`src/rtl/inst_cache_2way.sv`:
```
// Two-way set-associative instruction cache: 8 sets, one word per line, LRU replacement.
// Hits answer one cycle after the strobe; misses fetch a single word from backing memory.
module inst_cache_2way (
    input  logic        clk,
    input  logic        rst,
    input  logic [31:0] addr,
    input  logic        send_pulse,
    output logic [31:0] inst,
    output logic        ack,
    output logic        mem_req,
    output logic [31:0] mem_addr,
    input  logic [31:0] mem_rdata,
    input  logic        mem_valid
);

    typedef enum logic [1:0] {IDLE, FILL, RESP} state_t;

    state_t      state_reg, state_next;
    logic        ack_reg, ack_next;
    logic [31:0] inst_reg, inst_next;
    logic        mem_req_reg, mem_req_next;
    logic [31:0] mem_addr_reg, mem_addr_next;

    logic [7:0]  valid_reg [2];
    logic [7:0]  lru_reg;
    logic [26:0] tag_mem   [2][8];
    logic [31:0] data_mem  [2][8];

    logic [2:0]  req_idx, fill_idx, lru_idx;
    logic [26:0] req_tag, fill_tag;
    logic [1:0]  way_hit;
    logic        hit, hit_way, victim_way, lru_way;
    logic        fill_we, lru_we;

    assign req_idx  = addr[4:2];
    assign req_tag  = addr[31:5];
    assign fill_idx = mem_addr_reg[4:2];
    assign fill_tag = mem_addr_reg[31:5];

    genvar gi;
    generate
        for (gi = 0; gi < 2; gi++) begin : g_way
            assign way_hit[gi] = valid_reg[gi][req_idx] && (tag_mem[gi][req_idx] == req_tag);
        end
    endgenerate

    // Way0 takes priority on a double match.
    assign hit     = |way_hit;
    assign hit_way = ~way_hit[0];

    always_comb begin
        if (!valid_reg[0][fill_idx])
            victim_way = 1'b0;
        else if (!valid_reg[1][fill_idx])
            victim_way = 1'b1;
        else
            victim_way = lru_reg[fill_idx];
    end

    always_comb begin
        state_next    = state_reg;
        ack_next      = 1'b0;
        inst_next     = inst_reg;
        mem_req_next  = mem_req_reg;
        mem_addr_next = mem_addr_reg;
        fill_we       = 1'b0;
        lru_we        = 1'b0;
        lru_idx       = req_idx;
        lru_way       = hit_way;
        case (state_reg)
            IDLE: begin
                if (send_pulse) begin
                    if (hit) begin
                        ack_next  = 1'b1;
                        inst_next = data_mem[hit_way][req_idx];
                        lru_we    = 1'b1;
                    end else begin
                        state_next    = FILL;
                        mem_req_next  = 1'b1;
                        mem_addr_next = addr & 32'hFFFF_FFFC;
                    end
                end
            end
            FILL: begin
                if (mem_valid) begin
                    fill_we      = 1'b1;
                    lru_we       = 1'b1;
                    lru_idx      = fill_idx;
                    lru_way      = victim_way;
                    mem_req_next = 1'b0;
                    ack_next     = 1'b1;
                    inst_next    = mem_rdata;
                    state_next   = RESP;
                end
            end
            RESP:    state_next = IDLE;
            default: state_next = IDLE;
        endcase
    end

    always_ff @(posedge clk or posedge rst) begin
        if (rst) begin
            state_reg    <= IDLE;
            ack_reg      <= 1'b0;
            inst_reg     <= '0;
            mem_req_reg  <= 1'b0;
            mem_addr_reg <= '0;
            lru_reg      <= '0;
            valid_reg[0] <= '0;
            valid_reg[1] <= '0;
        end else begin
            state_reg    <= state_next;
            ack_reg      <= ack_next;
            inst_reg     <= inst_next;
            mem_req_reg  <= mem_req_next;
            mem_addr_reg <= mem_addr_next;
            if (lru_we)
                lru_reg[lru_idx] <= ~lru_way;
            if (fill_we)
                valid_reg[victim_way][fill_idx] <= 1'b1;
        end
    end

    // Tag and data payload are qualified by the valid bits, so they carry no reset.
    always_ff @(posedge clk) begin
        if (fill_we) begin
            tag_mem[victim_way][fill_idx]  <= fill_tag;
            data_mem[victim_way][fill_idx] <= mem_rdata;
        end
    end

    assign ack      = ack_reg;
    assign inst     = inst_reg;
    assign mem_req  = mem_req_reg;
    assign mem_addr = mem_addr_reg;

endmodule

```
`config.mk`:
```
export PLATFORM = sky130hd
export DESIGN_NAME = inst_cache_2way
export DESIGN_NICKNAME = d
export VERILOG_FILES = /design/src/rtl/inst_cache_2way.sv
export SDC_FILE = /design/constraint.sdc
export NUM_CORES = 1
export LEC_CHECK = 0
export ABC_AREA = 1
export ABC_CLOCK_PERIOD_IN_PS = 6100
export BUFFER_PORTS_ARGS = -buffer_cell sky130_fd_sc_hd__buf_2
export CAP_MARGIN = 30
export CELL_PAD_IN_SITES_DETAIL_PLACEMENT = 1
export CELL_PAD_IN_SITES_GLOBAL_PLACEMENT = 1
export CORE_MARGIN = 3
export CORE_UTILIZATION = 40
export DETAILED_ROUTE_END_ITERATION = 12
export GPL_TIMING_DRIVEN = 0
export MAX_ROUTING_LAYER = met4
export PLACE_DENSITY_LB_ADDON = 0.1
export SLEW_MARGIN = 20
export SYNTH_ARGS = -nofsm -noshare
export SYNTH_HDL_FRONTEND = slang
export SYNTH_SLANG_ARGS = --single-unit
```
`constraint.sdc`:
```
create_clock -name clk -period 6.1 [get_ports clk]
set_clock_uncertainty 0.2 [all_clocks]
set_input_delay 1.22 -clock clk [delete_from_list [all_inputs] [get_ports clk]]
set_output_delay 1.22 -clock clk [all_outputs]
set_load 0.01 [all_outputs]
```
==> impl_metrics.ini, run 1 <==
[global_route]
grt_max_degree = 59
grt_pass1_vias = 34200
grt_pass1_wl_mm = 247
antenna_found_initial = 4
grt_usage_pct = 30.5
grt_remaining_overflow = 0

[setup_path]
start_kind = primary input
slowest_stage = clkbuf_1
crit_start = addr[2]
path_class = primary input to flip-flop
cp-end-kind = flip-flop
cp.required_ns = 6.43
r2r-start = tag_mem[1][159]
path_max_fanout = 10
crit_arrival_ns = 5.81
crit_chain = buf_2, inv_2, buf_2, clkbuf_1, nor2_1, o22ai_1, o21ai_0, nand2_1, nand4_1, nor2_1, nand2_1, nor2_1, nand2_1, nand3_1, clkbuf_1, o21ai_0
cp_slowest_stage_delay_ns = 0.82

[cts]
clk_pin_slew_ns = 0.06
cts_tree = yes
post-cts-setup-buffers = 0
clock-sinks = 1034
cts_root_buf = clkbuf_16
cts_resized = 0
worstSkewPairLatency_ns = 0.71
cts-root-to-sink-buffers = 3
cts_buffers = 114
cts_hold_buffers = 0
cts.htree.levels = 3

[place]
gp_congestion = 0.927
io_buffers = 129
place_hpwl_mm = 121

[sta]
rsz0062_at_grt = no
worst_pin_slew_ns = 1.11
fin_crit_sh_pct = 89.8
max_slew_margin_pct = 26.0
setup_violations = 0
min_period_ns = 5.48
hold_slack_ns = 0.273
setup_tns_ns = 0
slew_viol_final = 0
fmax_ghz = 0.183
hold_viol = 0

[synth]
ys_async_sr_fraction_pct = 8.70
post_synth_num_cell_types = 32
synth_edf_count = 944
synth_seq_cells = 1034
avgSynthCellArea_sq_um = 10.9
synth-seq-area-share_pct = 68.4
synth_most_common_cell = edfxtp_1
syn_inst = 4120
synthTopCellsByCount = edfxtp_1, nand2_1, nand3_1
synth_top_flop_cell = edfxtp_1
synthTopCellsByArea = edfxtp_1, nand3_1, nand2_1, dfrtp_1, inv_1
synth_top_area_share_pct = 63.4
synth_area_sq_um = 44700
synth_area_leader_cell = edfxtp_1
ys_warn_count = 0

[die]
initial_core_util_pct = 40.3
die_h_um = 340
rows = 122
dieArea_sq_um = 116000
core_area_sq_um = 111000
die_x_um = 340
ioPinCount = 134

[drt]
route.detailed.drc = 0
vias = 33300
dr.pass1.iters = 5
drt-vias-per-instance = 5.52
wire_per_inst_um = 28.7
totalWireLength_mm = 173
ant_nets = 0
drt_iter0_markers = 2954

[final_layout]
syn_to_final_growth_pct = 17.7
post-route-util_pct = 47.5
layout.nets = 4510
nFillCells = 11900
largest_reg_flops = 512
drive_gt1_share_pct = 12.0

[flow_run]
maxCapViolCount = 0

[power]
total_power_w = 0.0185
power_density_nw_per_um2 = 351
p_leak_nw = 21.0
peakVddDrop_v = 0.000256

[worst_hold_path]
hold_path.class = flip-flop to flip-flop
holdCritStartpoint = inst[9]

[run_status]
outcome = completed
[final timing paths]
kind,slack (ns),depth (start not counted),end
worst min-delay path,0.27,2,inst[9]
max in group asynchronous,4.67,3,mem_addr[9]
worst max-delay path,0.62,16,mem_addr[29]
min in group asynchronous,0.28,2,inst[24]
worst min register to register,0.27,2,inst[9]
worst max register to register,1.76,13,mem_addr[29]
[logic make-up (layout without fill, tap and decap cells)]
| group | after synthesis | after routing | share of synthesized area (%) |
|---|---|---|---|
| other cells | 1 | 4 | 0.00839 |
| mux | 1 | 1 | 0.0224 |
| compound gates | 283 | 283 | 3.41 |
| buf+inv | 714 | 1133 | 6.55 |
| simple gates | 2075 | 2075 | 21.3 |
| xor+xnor | 12 | 12 | 0.235 |
| flops | 1034 | 1034 | 68.4 |
[layer usage]
layer,GRT usage [%],part of all wire [%],vias up
li1,-,-,14700
met2,51.4,50,1185
met1,37.4,40,17000
met3,3.58,5.2,388
met5,-,0,-
met4,12.5,4.7,0
[where the power goes]
group          switching (W)  internal (W)
logic                0.00176      0.000696
registers           0.000579       0.00861
clock network        0.00287       0.00395
[area by class of cell]
| class | instances | area, sq um | share of cell area [%] |
|---|---|---|---|
| diodes | 2 | 5.00 | 0.00951 |
| plain buffers | 244 | 1170 | 2.22 |
| clock buffers | 176 | 3380 | 6.42 |
| clock inverters | 38 | 279 | 0.530 |
| inverters | 470 | 1770 | 3.37 |
| multi-input cells | 2373 | 11300 | 21.5 |
| flip-flops and latches | 1034 | 30600 | 58.1 |
| well taps | 1488 | 1860 | 3.54 |
| repair buffers | 205 | 2270 | 4.31 |
[placed cells by master (no fill, tap or decap), drive strengths merged, types with 90 or more instances in the layout]
cell / count
edfxtp: 944
nand2: 846
nand3: 663
inv: 468
buf: 384
nor2: 313
clkbuf: 241
nand3b: 224
o21ai: 217
dfrtp: 90
[worst max-delay path: cells and delay by family]
family          cells  cell delay, ns
compound gates      3            0.69
simple gates        8            1.94
buf+inv             5            1.94
[through the flow]
stage / cell area [sq um] / setup WS (ns) / instances
after detailed placement: 49000 / 0.0798 / 5813
after floorplan: 44700 / 1.25 / 4121
after CTS: 52600 / 0.750 / 6027
after global routing: 52600 / 0.580 / 6029
after global placement: 47200 / -3.14 / 5738
final: 52600 / 0.621 / 6030
Note: power is estimated with default switching activity, not from simulation.
==> run 2: changes to the inputs <==
--- a/config.mk
+++ b/config.mk
@@ -11,6 +11,7 @@
 export CAP_MARGIN = 30
 export CELL_PAD_IN_SITES_DETAIL_PLACEMENT = 1
 export CELL_PAD_IN_SITES_GLOBAL_PLACEMENT = 1
+export CORE_ASPECT_RATIO = 1.75
 export CORE_MARGIN = 3
 export CORE_UTILIZATION = 40
 export DETAILED_ROUTE_END_ITERATION = 12
==> run 2 against run 1 <==
- sequential power about the same
- setup slack got worse by 0.38 ns
- core utilization fell by 0.24 points
- clock power fell by 6.9%
- critical path type unchanged
==> impl_metrics.ini, run 2 (synthesized netlist as in run 1, its figures left out) <==
[run_status]
outcome = completed

[drt]
dr.pass1.iters = 5
route.detailed.drc = 0
ant_nets = 0
vias = 33400
totalWireLength_mm = 181
drt-vias-per-instance = 5.59
drt_iter0_markers = 2379
wire_per_inst_um = 30.3

[sta]
fin_crit_sh_pct = 96.1
rsz0062_at_grt = no
worst_pin_slew_ns = 1.10
fmax_ghz = 0.171
slew_viol_final = 0
setup_violations = 0
min_period_ns = 5.86
hold_viol = 0
max_slew_margin_pct = 26.4
setup_tns_ns = 0

[cts]
worstSkewPairLatency_ns = 0.74
cts_resized = 0
cts-root-to-sink-buffers = 3
clk_pin_slew_ns = 0.06
cts_root_buf = clkbuf_16
post-cts-setup-buffers = 0
clock-sinks = 1034
cts.htree.levels = 3
cts_hold_buffers = 0
cts_buffers = 99
cts_tree = yes

[die]
dieArea_sq_um = 116000
die_x_um = 259
rows = 161
initial_core_util_pct = 40.5
core_area_sq_um = 110000
ioPinCount = 134
die_h_um = 448

[final_layout]
largest_reg_flops = 512
mostFrequentLayoutCells = edfxtp_1, nand2_1, nand3_1, inv_1, nor2_1
syn_to_final_growth_pct = 16.7
layout_commonest_cell = edfxtp_1
drive_gt1_share_pct = 12.0
layout.nets = 4495
post-route-util_pct = 47.3

[setup_path]
start_kind = primary input
path_max_fanout = 10
cp-end-kind = flip-flop
path_class = primary input to flip-flop
crit_buf_inv = 4
crit_chain = buf_2, buf_2, buf_2, o21ai_0, o211ai_1, o21ai_0, xor2_1, nor3_1, nand2_1, nor2_1, nand2_1, nand3_1, clkbuf_1, o21ai_0
crit_arrival_ns = 6.19
crit_start = addr[3]
cp_slowest_stage_delay_ns = 0.88
r2r-start = tag_mem[1][159]
cp.required_ns = 6.43
critical-path-top-delay-family = simple AND/OR/NAND/NOR gates
slowest_stage = clkbuf_1

[global_route]
grt_remaining_overflow = 0
grt_usage_pct = 32.1
grt_max_degree = 56
grt_pass1_wl_mm = 253
antenna_found_initial = 2
grt_pass1_vias = 34700

[place]
place_hpwl_mm = 130
io_buffers = 129
gp_congestion = 0.969

[power]
total_power_w = 0.0180
power_density_nw_per_um2 = 345
peakVddDrop_v = 0.000269
p_leak_nw = 20.9

[worst_hold_path]
hold_path.class = flip-flop to flip-flop
holdCritStartpoint = lru_reg[5]

[flow_run]
maxCapViolCount = 0
[run 2: changes by cell type in the layout (fill, tap and decap cells not counted), sizes merged]
cell	delta
bufinv	+6
clkbuf	-49
clkinv	+8
clkinvlp	-1
diode	+2
inv	+4
[run 2: per-layer routing]
| metal | vias up | GRT usage [%] | part of all wire, % |
|---|---|---|---|
| met2 | 1212 | 58.2 | 53 |
| met5 | - | - | 0 |
| met4 | 0 | 21.7 | 8.1 |
| met3 | 520 | 3.54 | 4.3 |
| met1 | 17100 | 32.6 | 35 |
| li1 | 14600 | - | - |
[run 2: area by class of cell]
cell class,count,area [sq um]
Clock inverter,55,553
Multi-Input combinational cell,2373,11300
Inverter,470,1770
Antenna cell,4,10.0
Tap cell,1467,1840
Clock buffer,127,2690
Sequential cell,1034,30600
Fill cell,12100,58200
Timing Repair Buffer,205,2240
Buffer,244,1170
[run 2: final timing paths]
check	depth (start not counted)	endpoint	slack [ns]
min in group asynchronous	2	lru_reg[4]	0.31
min	2	lru_reg[5]	0.27
max	14	state_reg[0]	0.24
max in group asynchronous	3	mem_addr[15]	4.62
max reg2reg	13	state_reg[0]	1.37
min reg2reg	2	lru_reg[5]	0.27
[run 2: worst reg2reg max path: cells and delay by family (launching register included)]
kind / cells / cell delay, ns
AND/OR/NAND/NOR: 7 / 2.07
flip-flops: 1 / 0.39
AO/OA/AOI/OAI: 5 / 0.98
buffers and inverters: 1 / 0.89
[run 2: report_power, final]
group / switching [W] / internal (W) / total (W) / leakage [nW]
Sequential: 0.000575 / 0.00861 / 0.00918 / 9.62
Combinational: 0.00179 / 0.000695 / 0.00248 / 9.63
Clock: 0.00280 / 0.00354 / 0.00635 / 1.61
[run 2: per-stage QoR]
step	area, sq um	cells	setup slack (ns)	hold WS [ns]
after floorplan	44700	4121	1.25	0.236
after global placement	47200	5717	-3.42	0.256
after detailed placement	48900	5791	-0.250	0.258
after CTS	52100	5973	0.488	0.274
after global routing	52200	5977	0.376	0.299
final	52200	5979	0.236	0.269
